[src/rtl/bus_arbiter_rr.sv]
// bus_arbiter_rr: round-robin owner selection for the shared snoop bus / L2 port.
// Two cores compete; grants are one-hot and registered. A dead gap of TURNAROUND
// cycles separates two owners. Flush requests win ties. An owner that has held the
// bus for MAX_HOLD cycles is forced off when the other core is waiting, but only
// once its own bus operation has gone idle.
module bus_arbiter_rr #(
    parameter int MAX_HOLD   = 16,
    parameter int TURNAROUND = 1
) (
    input  logic       clk,
    input  logic       reset,
    input  logic       req_core1,
    input  logic       req_core2,
    input  logic       flush_in1,
    input  logic       flush_in2,
    input  logic [1:0] bus_operation_in1,
    input  logic [1:0] bus_operation_in2,
    output logic       grant_core1,
    output logic       grant_core2,
    output logic [1:0] owner,
    output logic       preempt,
    output logic       arb_busy
);

    typedef enum logic [1:0] {
        ST_IDLE   = 2'd0,
        ST_GRANT1 = 2'd1,
        ST_GRANT2 = 2'd2,
        ST_TURN   = 2'd3
    } state_t;

    // hold_cnt reaching HOLD_LIMIT at an edge means MAX_HOLD grant cycles are done
    localparam logic [7:0] HOLD_LIMIT = 8'(MAX_HOLD - 1);
    localparam logic [7:0] HOLD_SAT   = 8'(MAX_HOLD);
    localparam logic [3:0] TURN_LAST  = 4'(TURNAROUND - 1);

    state_t     state_q, state_d;
    logic       last_grant_q, last_grant_d;   // 0 = core 1, 1 = core 2
    logic [7:0] hold_cnt_q, hold_cnt_d;
    logic [3:0] turn_cnt_q, turn_cnt_d;
    logic       preempted_q, preempted_d;     // current TURN follows a forced release
    logic       grant_core1_q, grant_core1_d;
    logic       grant_core2_q, grant_core2_d;
    logic [1:0] owner_q, owner_d;
    logic       preempt_q, preempt_d;
    logic       arb_busy_q, arb_busy_d;

    logic any_req;
    logic pick_core2;
    logic own_req;
    logic other_req;
    logic own_idle;

    // Winner selection used from IDLE and on the last TURN cycle
    always_comb begin
        any_req = req_core1 | req_core2;
        if (req_core1 && !req_core2) begin
            pick_core2 = 1'b0;
        end else if (!req_core1 && req_core2) begin
            pick_core2 = 1'b1;
        end else if (preempted_q) begin
            // the core just forced off must let the waiting core in first
            pick_core2 = ~last_grant_q;
        end else if (flush_in1 != flush_in2) begin
            pick_core2 = flush_in2;
        end else begin
            pick_core2 = ~last_grant_q;
        end
    end

    // View of the current owner's request, the other core's request and bus activity
    always_comb begin
        if (state_q == ST_GRANT2) begin
            own_req   = req_core2;
            other_req = req_core1;
            own_idle  = (bus_operation_in2 == 2'b00);
        end else begin
            own_req   = req_core1;
            other_req = req_core2;
            own_idle  = (bus_operation_in1 == 2'b00);
        end
    end

    // Next-state and next-output computation
    always_comb begin
        state_d      = state_q;
        last_grant_d = last_grant_q;
        hold_cnt_d   = hold_cnt_q;
        turn_cnt_d   = turn_cnt_q;
        preempted_d  = preempted_q;
        preempt_d    = 1'b0;

        case (state_q)
            ST_IDLE: begin
                if (any_req) begin
                    state_d      = pick_core2 ? ST_GRANT2 : ST_GRANT1;
                    last_grant_d = pick_core2;
                    hold_cnt_d   = '0;
                    preempted_d  = 1'b0;
                end
            end
            ST_GRANT1, ST_GRANT2: begin
                if (!own_req) begin
                    // a voluntary release wins over a coincident preemption
                    state_d     = ST_TURN;
                    turn_cnt_d  = '0;
                    preempted_d = 1'b0;
                end else if ((hold_cnt_q >= HOLD_LIMIT) && other_req && own_idle) begin
                    state_d     = ST_TURN;
                    turn_cnt_d  = '0;
                    preempted_d = 1'b1;
                    preempt_d   = 1'b1;
                end else if (hold_cnt_q < HOLD_SAT) begin
                    hold_cnt_d = hold_cnt_q + 8'd1;
                end
            end
            ST_TURN: begin
                if (turn_cnt_q == TURN_LAST) begin
                    turn_cnt_d  = '0;
                    preempted_d = 1'b0;
                    if (any_req) begin
                        state_d      = pick_core2 ? ST_GRANT2 : ST_GRANT1;
                        last_grant_d = pick_core2;
                        hold_cnt_d   = '0;
                    end else begin
                        state_d = ST_IDLE;
                    end
                end else begin
                    turn_cnt_d = turn_cnt_q + 4'd1;
                end
            end
            default: begin
                state_d = ST_IDLE;
            end
        endcase

        grant_core1_d = (state_d == ST_GRANT1);
        grant_core2_d = (state_d == ST_GRANT2);
        owner_d       = (state_d == ST_GRANT1) ? 2'd1 :
                        (state_d == ST_GRANT2) ? 2'd2 : 2'd0;
        arb_busy_d    = (state_d != ST_IDLE);
    end

    // State and registered outputs; reset clears grants immediately
    always_ff @(posedge clk or negedge reset) begin
        if (!reset) begin
            state_q       <= ST_IDLE;
            last_grant_q  <= 1'b1;
            hold_cnt_q    <= '0;
            turn_cnt_q    <= '0;
            preempted_q   <= 1'b0;
            grant_core1_q <= 1'b0;
            grant_core2_q <= 1'b0;
            owner_q       <= 2'd0;
            preempt_q     <= 1'b0;
            arb_busy_q    <= 1'b0;
        end else begin
            state_q       <= state_d;
            last_grant_q  <= last_grant_d;
            hold_cnt_q    <= hold_cnt_d;
            turn_cnt_q    <= turn_cnt_d;
            preempted_q   <= preempted_d;
            grant_core1_q <= grant_core1_d;
            grant_core2_q <= grant_core2_d;
            owner_q       <= owner_d;
            preempt_q     <= preempt_d;
            arb_busy_q    <= arb_busy_d;
        end
    end

    assign grant_core1 = grant_core1_q;
    assign grant_core2 = grant_core2_q;
    assign owner       = owner_q;
    assign preempt     = preempt_q;
    assign arb_busy    = arb_busy_q;

endmodule

[config.mk]
export PLATFORM = sky130hd
export DESIGN_NAME = bus_arbiter_rr
export DESIGN_NICKNAME = d
export VERILOG_FILES = /design/src/rtl/bus_arbiter_rr.sv
export SDC_FILE = /design/constraint.sdc
export NUM_CORES = 1
export LEC_CHECK = 0
export ABC_AREA = 1
export CAP_MARGIN = 5
export CORE_MARGIN = 2
export CORE_UTILIZATION = 50
export CTS_CLUSTER_DIAMETER = 120
export DETAILED_ROUTE_END_ITERATION = 12
export HOLD_SLACK_MARGIN = 0.05
export PLACE_DENSITY_LB_ADDON = 0.25
export SETUP_SLACK_MARGIN = 0.1
export SLEW_MARGIN = 25
export SYNTH_ARGS = -nofsm -noshare
export SYNTH_HDL_FRONTEND = slang
export SYNTH_SLANG_ARGS = --single-unit
[constraint.sdc]
create_clock -name clk -period 1.9 [get_ports clk]
set_clock_uncertainty 0.05 [all_clocks]
set_input_delay 0.19 -clock clk [delete_from_list [all_inputs] [get_ports clk]]
set_output_delay 0.19 -clock clk [all_outputs]
set_load 0.05 [all_outputs]
==> results of run 1 <==
-- registers in the layout (all words and copies together) (netlist names) --
signal and cells:
owner 2, arb_busy 1, hold_cnt_q 8, state_q 2
last_grant_q 1, turn_cnt_q 4, preempted_q 1, preempt 1
-- layout make-up --
cell class	count	area share
clock buffer	4	0.02427
inverter	20	0.05356
multi-input combinational	103	0.4410
sequential	20	0.3372
tap	28	0.02343
timing repair buffer	19	0.1205
-- cells in the final DEF (no fill, tap or decap), drive strengths merged, types with 2 or more instances in the layout --
cell type / instances
clkbuf: 4
nand3b: 2
buf: 4
nand3: 18
xor2: 4
nor2: 18
ha: 7
dfrtp: 19
inv: 20
nand2: 36
o21ai: 11
a21oi: 3
clkdlybuf4s50: 15
-- power by group through the flow --
stage	clock network [uW]	logic [uW]	registers [uW]
5_1_grt	284	1690	630
3_5_place_dp	0	1400	625
6_report	264	1540	617
2_1_floorplan	0	1030	697
4_1_cts	261	1410	619
3_3_place_gp	0	1350	621
-- metal layers --
layer | wire [um] | vias up | GRT usage
met2 | 1287 | 20 | 0.3601
li1 | - | 504 | -
met4 | 27 | 0 | 0.09829
met5 | 0 | - | 0
met1 | 1112 | 471 | 0.2332
met3 | 83 | 2 | 0.03611
-- repair_timing --
action,CTS,global route
resized for setup,0,8
setup endpoints to repair,0,16
setup buffers,0,3
-- through the flow --
step,setup WS (ns),hold slack [ns],util,instance area (sq um),instances
after detailed placement,0.1450,0.4384,0.6179,1406,187
after global routing,0.1136,0.1876,0.6570,1495,194
after global placement,0.1880,0.4343,0.6179,1406,187
after floorplan,0.3248,-0.1556,-,1229,145
final,0.1657,0.1417,0.6570,1495,194
after CTS,0.1112,0.1549,0.6339,1443,191
-- final timing paths --
check / end / slack (ns) / depth (start not counted)
setup reg to reg: hold_cnt_q[4] / 0.23 / 13
hold / removal: turn_cnt_q[2] / 0.14 / 2
max in group asynchronous: last_grant_q / 1.39 / 2
setup / recovery: grant_core1 / 0.17 / 1
min in group clk: hold_cnt_q[7] / 0.46 / 2
hold reg to reg: hold_cnt_q[7] / 0.46 / 2
-- logic make-up after synthesis --
kind of cell	Yosys count
buf+inv	22
fa+ha+maj	7
xor+xnor	5
simple gates	74
compound gates	16
flops	20
mux	1
==> metrics.txt, run 1 <==
layout cell share with drive strength beyond 1=0.2410; worst-skew pair later-pin latency=0.32 ns; Syn Nets=162; internal power=1221 uW; Post-synth top cells=28 x nand2_1, 19 x dfrtp_1, 17 x nor2_1; Synth-to-Final Area Change=21.69%; antenna cells=0; die width=53.57 um; total CTS buffers=3; Netlist cell types=27; Post-Synth XOR/XNOR Area=0.03564; DP HPWL=1889 um; DRC Markers=0; MaxCap Viol Count=0; worst r2r src=state_q[0]; mux cell area share after synthesis=0.01833; leakage=0.0007364 uW; Congestion Overflow GR=0; Synth top area share=0.3870; Gate Count Post-Synth=145; Worst Setup Start Kind=register; vias=997; Sw Share=0.4954; Synth area leaders=dfrtp_1 39%, nand2_1 8.6%, ha_1 7.1%, nand3_1 6.1%, nor2_1 5.2%; Max clock buf depth=2; Rows=17; Port Buf Inserts=15; largest net degree at the start of global routing=21; All-Layer GR Usage=0.2025; area taken by multi-input logic gates=659.4 sq um; CP Capture Type=output pin; Hold Crit Class=in2async; CP startpoint=owner[0]; RSZ-0062 raised after global routing=no; H-Tree Depth=1; Vias per Instance=5.139; run status=finished, final reports clean; sequential area share after synthesis=0.4084; EDFF count, synth=0; die area=2870 sq um; fillers=188; largest family of logic cells by synthesized area=simple AND/OR/NAND/NOR gates; Final nets=184; slew margin rel.=0.6689; CP max FO=2; combinational share of power=0.636; Worst Tran Pin Value=0.4950 ns; Critical Path RT=1.66 ns; ANT nets after route=0; Worst IR Drop VDD=0.001397 V; Cell Chain, Critical Path=clkdlybuf4s50_1; clock root cell=clkbuf_4; global-route wire length before repair=4195 um; Iter 0 DRT Violations=16; asr flop ratio synth=1.000; Simple-Gate Fraction of Synth Area=0.3065; worst path bufs/invs=1; Synth area leader=dfrtp_1; Tot Pwr=2421 uW; slowest stage delay, CP=0.80 ns; Clock Power Share=0.109; worst setup path class=reg2out; Fin Setup TNS=0 ns; Slowest-stage cell, CP=clkdlybuf4s50_1; final worst-path cycle share=0.9128; cts hold-fix bufs=0; CP Data Arrival Time=1.49 ns; CTS tree=done; #FFs+latches synth=20; minimum clock period=1.734 ns; I/O Pins=16; core box area=2276 sq um; Pre-Repair DR Iteration Count=4; Slew Limit Fails=0; Syn Std Cell Area=1229 sq um; CTS sink cnt=20; Top Family by Delay on Critical Path=buffers and inverters; Post-Synth Adder-Cell Area=0.07128; Yosys Warn Count=0; RePlAce Congestion=0.8424; vias in the first global route=1024; Post-synth top flop=dfrtp_1; Synth Area in Compound Gates=0.08452; FF+latch area=504.2 sq um; initial antenna violation count=0; top-count cell post-synth=nand2_1; final wirelength=2510 um; average wire per cell in the routed design=12.94 um; Pwr Density=1619 nW/um^2; sequential power share=0.255; clock-pin slew on the worst setup and hold paths=0.12 ns; Switch Pwr=1199 uW; Syn Area/Cell=8.474 sq um; die height=53.57 um; final setup fails=0; Initial Util=0.5399; Fmax achieved=0.5766 GHz; Hold Vio Cnt, Final=0
Power figures use the tool's default switching activity.
==> run 2: changes to the inputs <==
--- a/config.mk
+++ b/config.mk
@@ -11,8 +11,10 @@
 export CORE_UTILIZATION = 50
 export CTS_CLUSTER_DIAMETER = 120
 export DETAILED_ROUTE_END_ITERATION = 12
+export GPL_TIMING_DRIVEN = 0
 export HOLD_SLACK_MARGIN = 0.05
 export PLACE_DENSITY_LB_ADDON = 0.25
+export RECOVER_POWER = 50
 export SETUP_SLACK_MARGIN = 0.1
 export SLEW_MARGIN = 25
 export SYNTH_ARGS = -nofsm -noshare
==> run 2 against run 1 <==
Non-clock buffer count did not move. Critical path depth did not move. Clock-buffer cell count did not move. Core utilization fell by 1.5 points. Worst hold slack improved by 0.31 ns. Combinational power fell by 9%. Die area did not move. Design area fell by 2.3%. Cell count did not move. Routed wire length fell by 12%. Sequential share of layout area rose by 0.61 points. Setup slack improved by 0.011 ns. Largest cell class unchanged.
==> metrics.txt, run 2 (synthesis gave the netlist of run 1 again) <==
slew margin rel.=0.2861 (-0.3829); worst setup path class=reg2out; Slew Limit Fails=0 (unchanged); layout cell share with drive strength beyond 1=0.2108 (-0.03012); slowest stage delay, CP=0.81 ns (about the same); largest net degree at the start of global routing=21 (unchanged); CTS tree=done; Worst Setup Start Kind=register; Synth-to-Final Area Change=18.94%; most common cell after layout, fill and taps aside=nand2_1; Slowest-stage cell, CP=clkdlybuf4s50_1; DRC Markers=0 (unchanged); I/O Pins=16 (unchanged); final worst-path cycle share=0.9070 (-0.005778); Congestion Overflow GR=0 (unchanged); final setup fails=0 (unchanged); Pwr Density=1548 nW/um^2 (-4.4%); Top reg by flops=hold_cnt_q; All-Layer GR Usage=0.1784 (-0.02410); initial antenna violation count=0 (unchanged); minimum clock period=1.723 ns (-0.01098 ns); Fin Setup TNS=0 ns (unchanged); non-filler instance count after layout=194 (unchanged); Max clock buf depth=2 (unchanged); Critical Path RT=1.66 ns (about the same); Worst IR Drop VDD=0.001240 V (-11%); CTS sink cnt=20 (unchanged); RSZ-0062 raised after global routing=yes; average wire per cell in the routed design=11.40 um (-12%); final wirelength=2212 um (-12%); Tot Pwr=2262 uW (-6.6%); Hold Crit Class=reg2reg; Port Buf Inserts=15 (unchanged); Worst Tran Pin Value=1.071 ns (+0.5759 ns); DP HPWL=1752 um (-7.2%); Final nets=184 (unchanged); Hold Vio Cnt, Final=0 (unchanged); Top Registers=hold_cnt_q: 8 flops, turn_cnt_q: 4 flops; die area=2870 sq um (unchanged); CP max FO=2 (unchanged); placed cells=188 (+0.53%); worst path bufs/invs=1 (unchanged); antenna cells=0 (unchanged); global-route wire length before repair=3643 um (-13%); leakage=0.0007402 uW (+0.51%); core box area=2276 sq um (unchanged); vias in the first global route=901 (-12%); run status=finished, final reports clean; most frequent cells in the layout=28 x nand2_1, 19 x dfrtp_1, 17 x nor2_1; clock-pin slew on the worst setup and hold paths=0.12 ns (about the same); total CTS buffers=3 (unchanged); vias=950 (-4.7%); Place WS=0.1485 ns (+0.003555 ns); CP Data Arrival Time=1.48 ns (about the same); Top Family by Delay on Critical Path=buffers and inverters; Fmax achieved=0.5803 GHz (+0.64%); die width=53.57 um (unchanged); CP Capture Type=output pin; post-route setup slack=0.1767 ns (+0.01098 ns); die height=53.57 um (unchanged); Initial Util=0.5399 (unchanged); RePlAce Congestion=0.8416 (about the same); Cell Chain, Critical Path=clkdlybuf4s50_1; ANT nets after route=0 (unchanged); worst-skew pair later-pin latency=0.31 ns (about the same); MaxCap Viol Count=0 (unchanged); Rows=17 (unchanged); H-Tree Depth=1 (unchanged); Pre-Repair DR Iteration Count=4 (unchanged); clock root cell=clkbuf_4; Vias per Instance=4.897 (-4.7%); Largest register FFs=8 (unchanged); Iter 0 DRT Violations=11 (-5)
run 2: cell type report:
class	instances	area [sq um]
inverter	20	77.57
timing repair buffer	17	158.9
tap	28	35.03
multi-input combinational	103	636.9
sequential	20	501.7
clock buffer	4	36.28
buffer	2	15.01
fill	193	814.5
run 2: worst paths after layout:
| kind | slack (ns) | endpoint | cells after the start | startpoint |
|---|---|---|---|---|
| max reg2reg | 0.20 | hold_cnt_q[2] | 13 | state_q[0] |
| max | 0.18 | grant_core1 | 1 | owner[0] |
| min | 0.46 | hold_cnt_q[6] | 2 | hold_cnt_q[6] |
| max in group asynchronous | 0.62 | hold_cnt_q[5] | 2 | reset |
| min in group asynchronous | 0.54 | preempted_q | 2 | reset |
| min reg2reg | 0.46 | hold_cnt_q[6] | 2 | hold_cnt_q[6] |
run 2: layer usage:
metal | global-route usage | share of wire | vias to the layer above
li1 | - | - | 502
met1 | 0.2071 | 0.48 | 432
met2 | 0.3128 | 0.48 | 12
met3 | 0.02500 | 0.022 | 4
met4 | 0.1026 | 0.014 | 0
met5 | 0 | 0 | -
run 2: power breakdown:
| group | internal [uW] | total, uW | switching, uW | leakage [uW] |
|---|---|---|---|---|
| Clock | 117 | 252 | 135 | 0.0000210 |
| Combinational | 500 | 1400 | 900 | 0.000458 |
| Sequential | 536 | 610 | 73.8 | 0.000262 |
| Total | 1150 | 2260 | 1110 | 0.000740 |
run 2: what timing repair did:
item                       CTS  global route
hold buffers                 0             1
setup buffers                0             1
setup endpoints to repair    2            16
hold endpoints to repair     0            19
gates resized for setup      2             2
run 2: per-stage QoR:
| stage | hold WS (ns) | instance area (sq um) | util |
|---|---|---|---|
| floorplan | -0.1556 | 1229 | - |
| global placement | 0.4341 | 1414 | 0.6212 |
| finish | 0.4552 | 1461 | 0.6421 |
| detailed placement | 0.4359 | 1414 | 0.6212 |
| global route | 0.4751 | 1461 | 0.6421 |
| CTS | 0.3371 | 1448 | 0.6361 |
==> run 3: changes to the inputs <==
--- a/config.mk
+++ b/config.mk
@@ -7,7 +7,7 @@
 export LEC_CHECK = 0
 export ABC_AREA = 1
 export CAP_MARGIN = 5
-export CORE_MARGIN = 2
+export CORE_MARGIN = 1.5
 export CORE_UTILIZATION = 50
 export CTS_CLUSTER_DIAMETER = 120
 export DETAILED_ROUTE_END_ITERATION = 12
==> run 3 against run 2 <==
Register-to-register slack gained 0.02 ns. Global-route usage grew 1.7 points. Via count grew 1.4%. Non-clock buffer count is the same.
==> metrics.txt, run 3 (synthesis gave the netlist of run 1 again) <==
CTS tree=done; RSZ-0062 raised after global routing=no; Fin Setup TNS=0 ns (unchanged); final setup fails=0 (unchanged); global-route wire length before repair=3905 um (+7.2%); Vias per Instance=4.964 (+1.4%); vias=963 (+1.4%); Critical Path RT=1.66 ns (about the same); Largest register FFs=8 (unchanged); slew margin rel.=0.2965 (+0.01047); non-filler instance count after layout=194 (unchanged); die height=52.57 um (-1.9%); Max clock buf depth=2 (unchanged); CP max FO=2 (unchanged); DRC Markers=0 (unchanged); sequential power share=0.268 (-0.002); clock root cell=clkbuf_4; Top Registers=hold_cnt_q: 8 flops, turn_cnt_q: 4 flops; Worst Setup Start Kind=register; Pre-Repair DR Iteration Count=4 (unchanged); worst-skew pair later-pin latency=0.30 ns (about the same); clock-pin slew on the worst setup and hold paths=0.11 ns (about the same); worst-case hold slack=0.4508 ns (-0.004350 ns); final wirelength=2180 um (-1.4%); worst path bufs/invs=1 (unchanged); Port Buf Inserts=15 (unchanged); CP Capture Type=output pin; Slew Limit Fails=0 (unchanged); Hold Vio Cnt, Final=0 (unchanged); Cell Chain, Critical Path=clkdlybuf4s50_1; Clock Power Share=0.104 (-0.007); Fmax achieved=0.5820 GHz (+0.29%); internal power=1209 uW (+4.9%); placed cells=188 (unchanged); final worst-path cycle share=0.9043 (-0.002665); ANT nets after route=0 (unchanged); minimum clock period=1.718 ns (-0.005064 ns); worst setup path class=reg2out; leakage=0.0007393 uW (-0.11%); initial antenna violation count=0 (unchanged); vias in the first global route=933 (+3.6%); H-Tree Depth=1 (unchanged); core box area=2276 sq um (unchanged); CP Data Arrival Time=1.48 ns (about the same); die area=2764 sq um (-3.7%); most frequent cells in the layout=29 x nand2_1, 17 x nor2_1, 17 x dfrtp_1; largest net degree at the start of global routing=21 (unchanged); Slowest-stage cell, CP=clkdlybuf4s50_1; slowest stage delay, CP=0.80 ns (about the same); RePlAce Congestion=0.8324 (-1.1%); total CTS buffers=3 (unchanged); die width=52.57 um (-1.9%); CTS sink cnt=20 (unchanged); Final nets=184 (unchanged); average wire per cell in the routed design=11.24 um (-1.4%); MaxCap Viol Count=0 (unchanged); most common cell after layout, fill and taps aside=nand2_1; Synth-to-Final Area Change=21.38%; Switch Pwr=1144 uW (+3.2%); Worst IR Drop VDD=0.001486 V (+20%); run status=finished, final reports clean; fin area=1491 sq um (+2.1%); Iter 0 DRT Violations=11 (unchanged); Hold Crit Class=reg2reg; All-Layer GR Usage=0.1955 (+0.01715); placed instance area=1414 sq um (unchanged); Rows=17 (unchanged); layout cell share with drive strength beyond 1=0.2289 (+0.01807); I/O Pins=16 (unchanged); DP HPWL=1723 um (-1.7%); Pwr Density=1578 nW/um^2 (+2.0%); combinational share of power=0.628 (+0.009); Worst Tran Pin Value=1.055 ns (-0.01570 ns); Initial Util=0.5399 (unchanged); Top Family by Delay on Critical Path=buffers and inverters; Congestion Overflow GR=0 (unchanged); Sw Share=0.4862 (-0.004010); antenna cells=0 (unchanged); Top reg by flops=hold_cnt_q
==> run 3: area by class of cell <==
type	instances	area (sq um)
inverters	20	77.57
plain buffers	2	15.01
clock buffers	4	36.28
well taps	28	35.03
repair buffers	17	158.9
fillers	185	784.5
multi-input cells	103	664.4
flip-flops and latches	20	504.2
==> run 3: metrics by stage <==
| step | utilization | total power [uW] | worst slack, ns |
|---|---|---|---|
| 3_3_place_gp | 0.6212 | 1982 | 0.1913 |
| 4_1_cts | 0.6361 | 2269 | 0.1191 |
| 3_5_place_dp | 0.6212 | 2026 | 0.1544 |
| 5_1_grt | 0.6553 | 2568 | 0.09927 |
| 6_report | 0.6553 | 2354 | 0.1818 |
| 2_1_floorplan | - | 1729 | 0.3248 |
==> run 3: power groups by stage <==
stage,Sequential (uW),Clock [uW],Combinational (uW)
after global routing,644,275,1650
after floorplan,697,0,1030
after global placement,623,0,1360
after detailed placement,630,0,1400
final,631,244,1480
after CTS,622,258,1390
==> run 3: what timing repair did <==
item                                   4_1_cts  5_1_grt
setup buffers                                0        1
endpoints found under the hold margin        0       19
hold buffers                                 0        1
pin swaps                                    0        1
gates resized for setup                      2        8
setup endpoints to repair                    2       16
==> run 3: path summary, 6_finish.rpt <==
path                          startpoint            end  slack [ns]  cells past startpoint
setup / recovery                owner[0]    grant_core1        0.18                      1
setup reg to reg           hold_cnt_q[0]  hold_cnt_q[0]        0.22                      9
min in group asynchronous          reset        preempt        0.54                      2
max in group asynchronous          reset  hold_cnt_q[0]        0.56                      2
hold / removal             hold_cnt_q[6]  hold_cnt_q[6]        0.45                      2
hold reg to reg            hold_cnt_q[6]  hold_cnt_q[6]        0.45                      2
==> run 3: metal layers <==
metal,vias up,share of wire,global-route usage
li1,507,-,-
met1,439,0.46,0.2486
met2,13,0.50,0.3208
met3,4,0.023,0.03429
met4,0,0.019,0.08974
met5,-,0,0
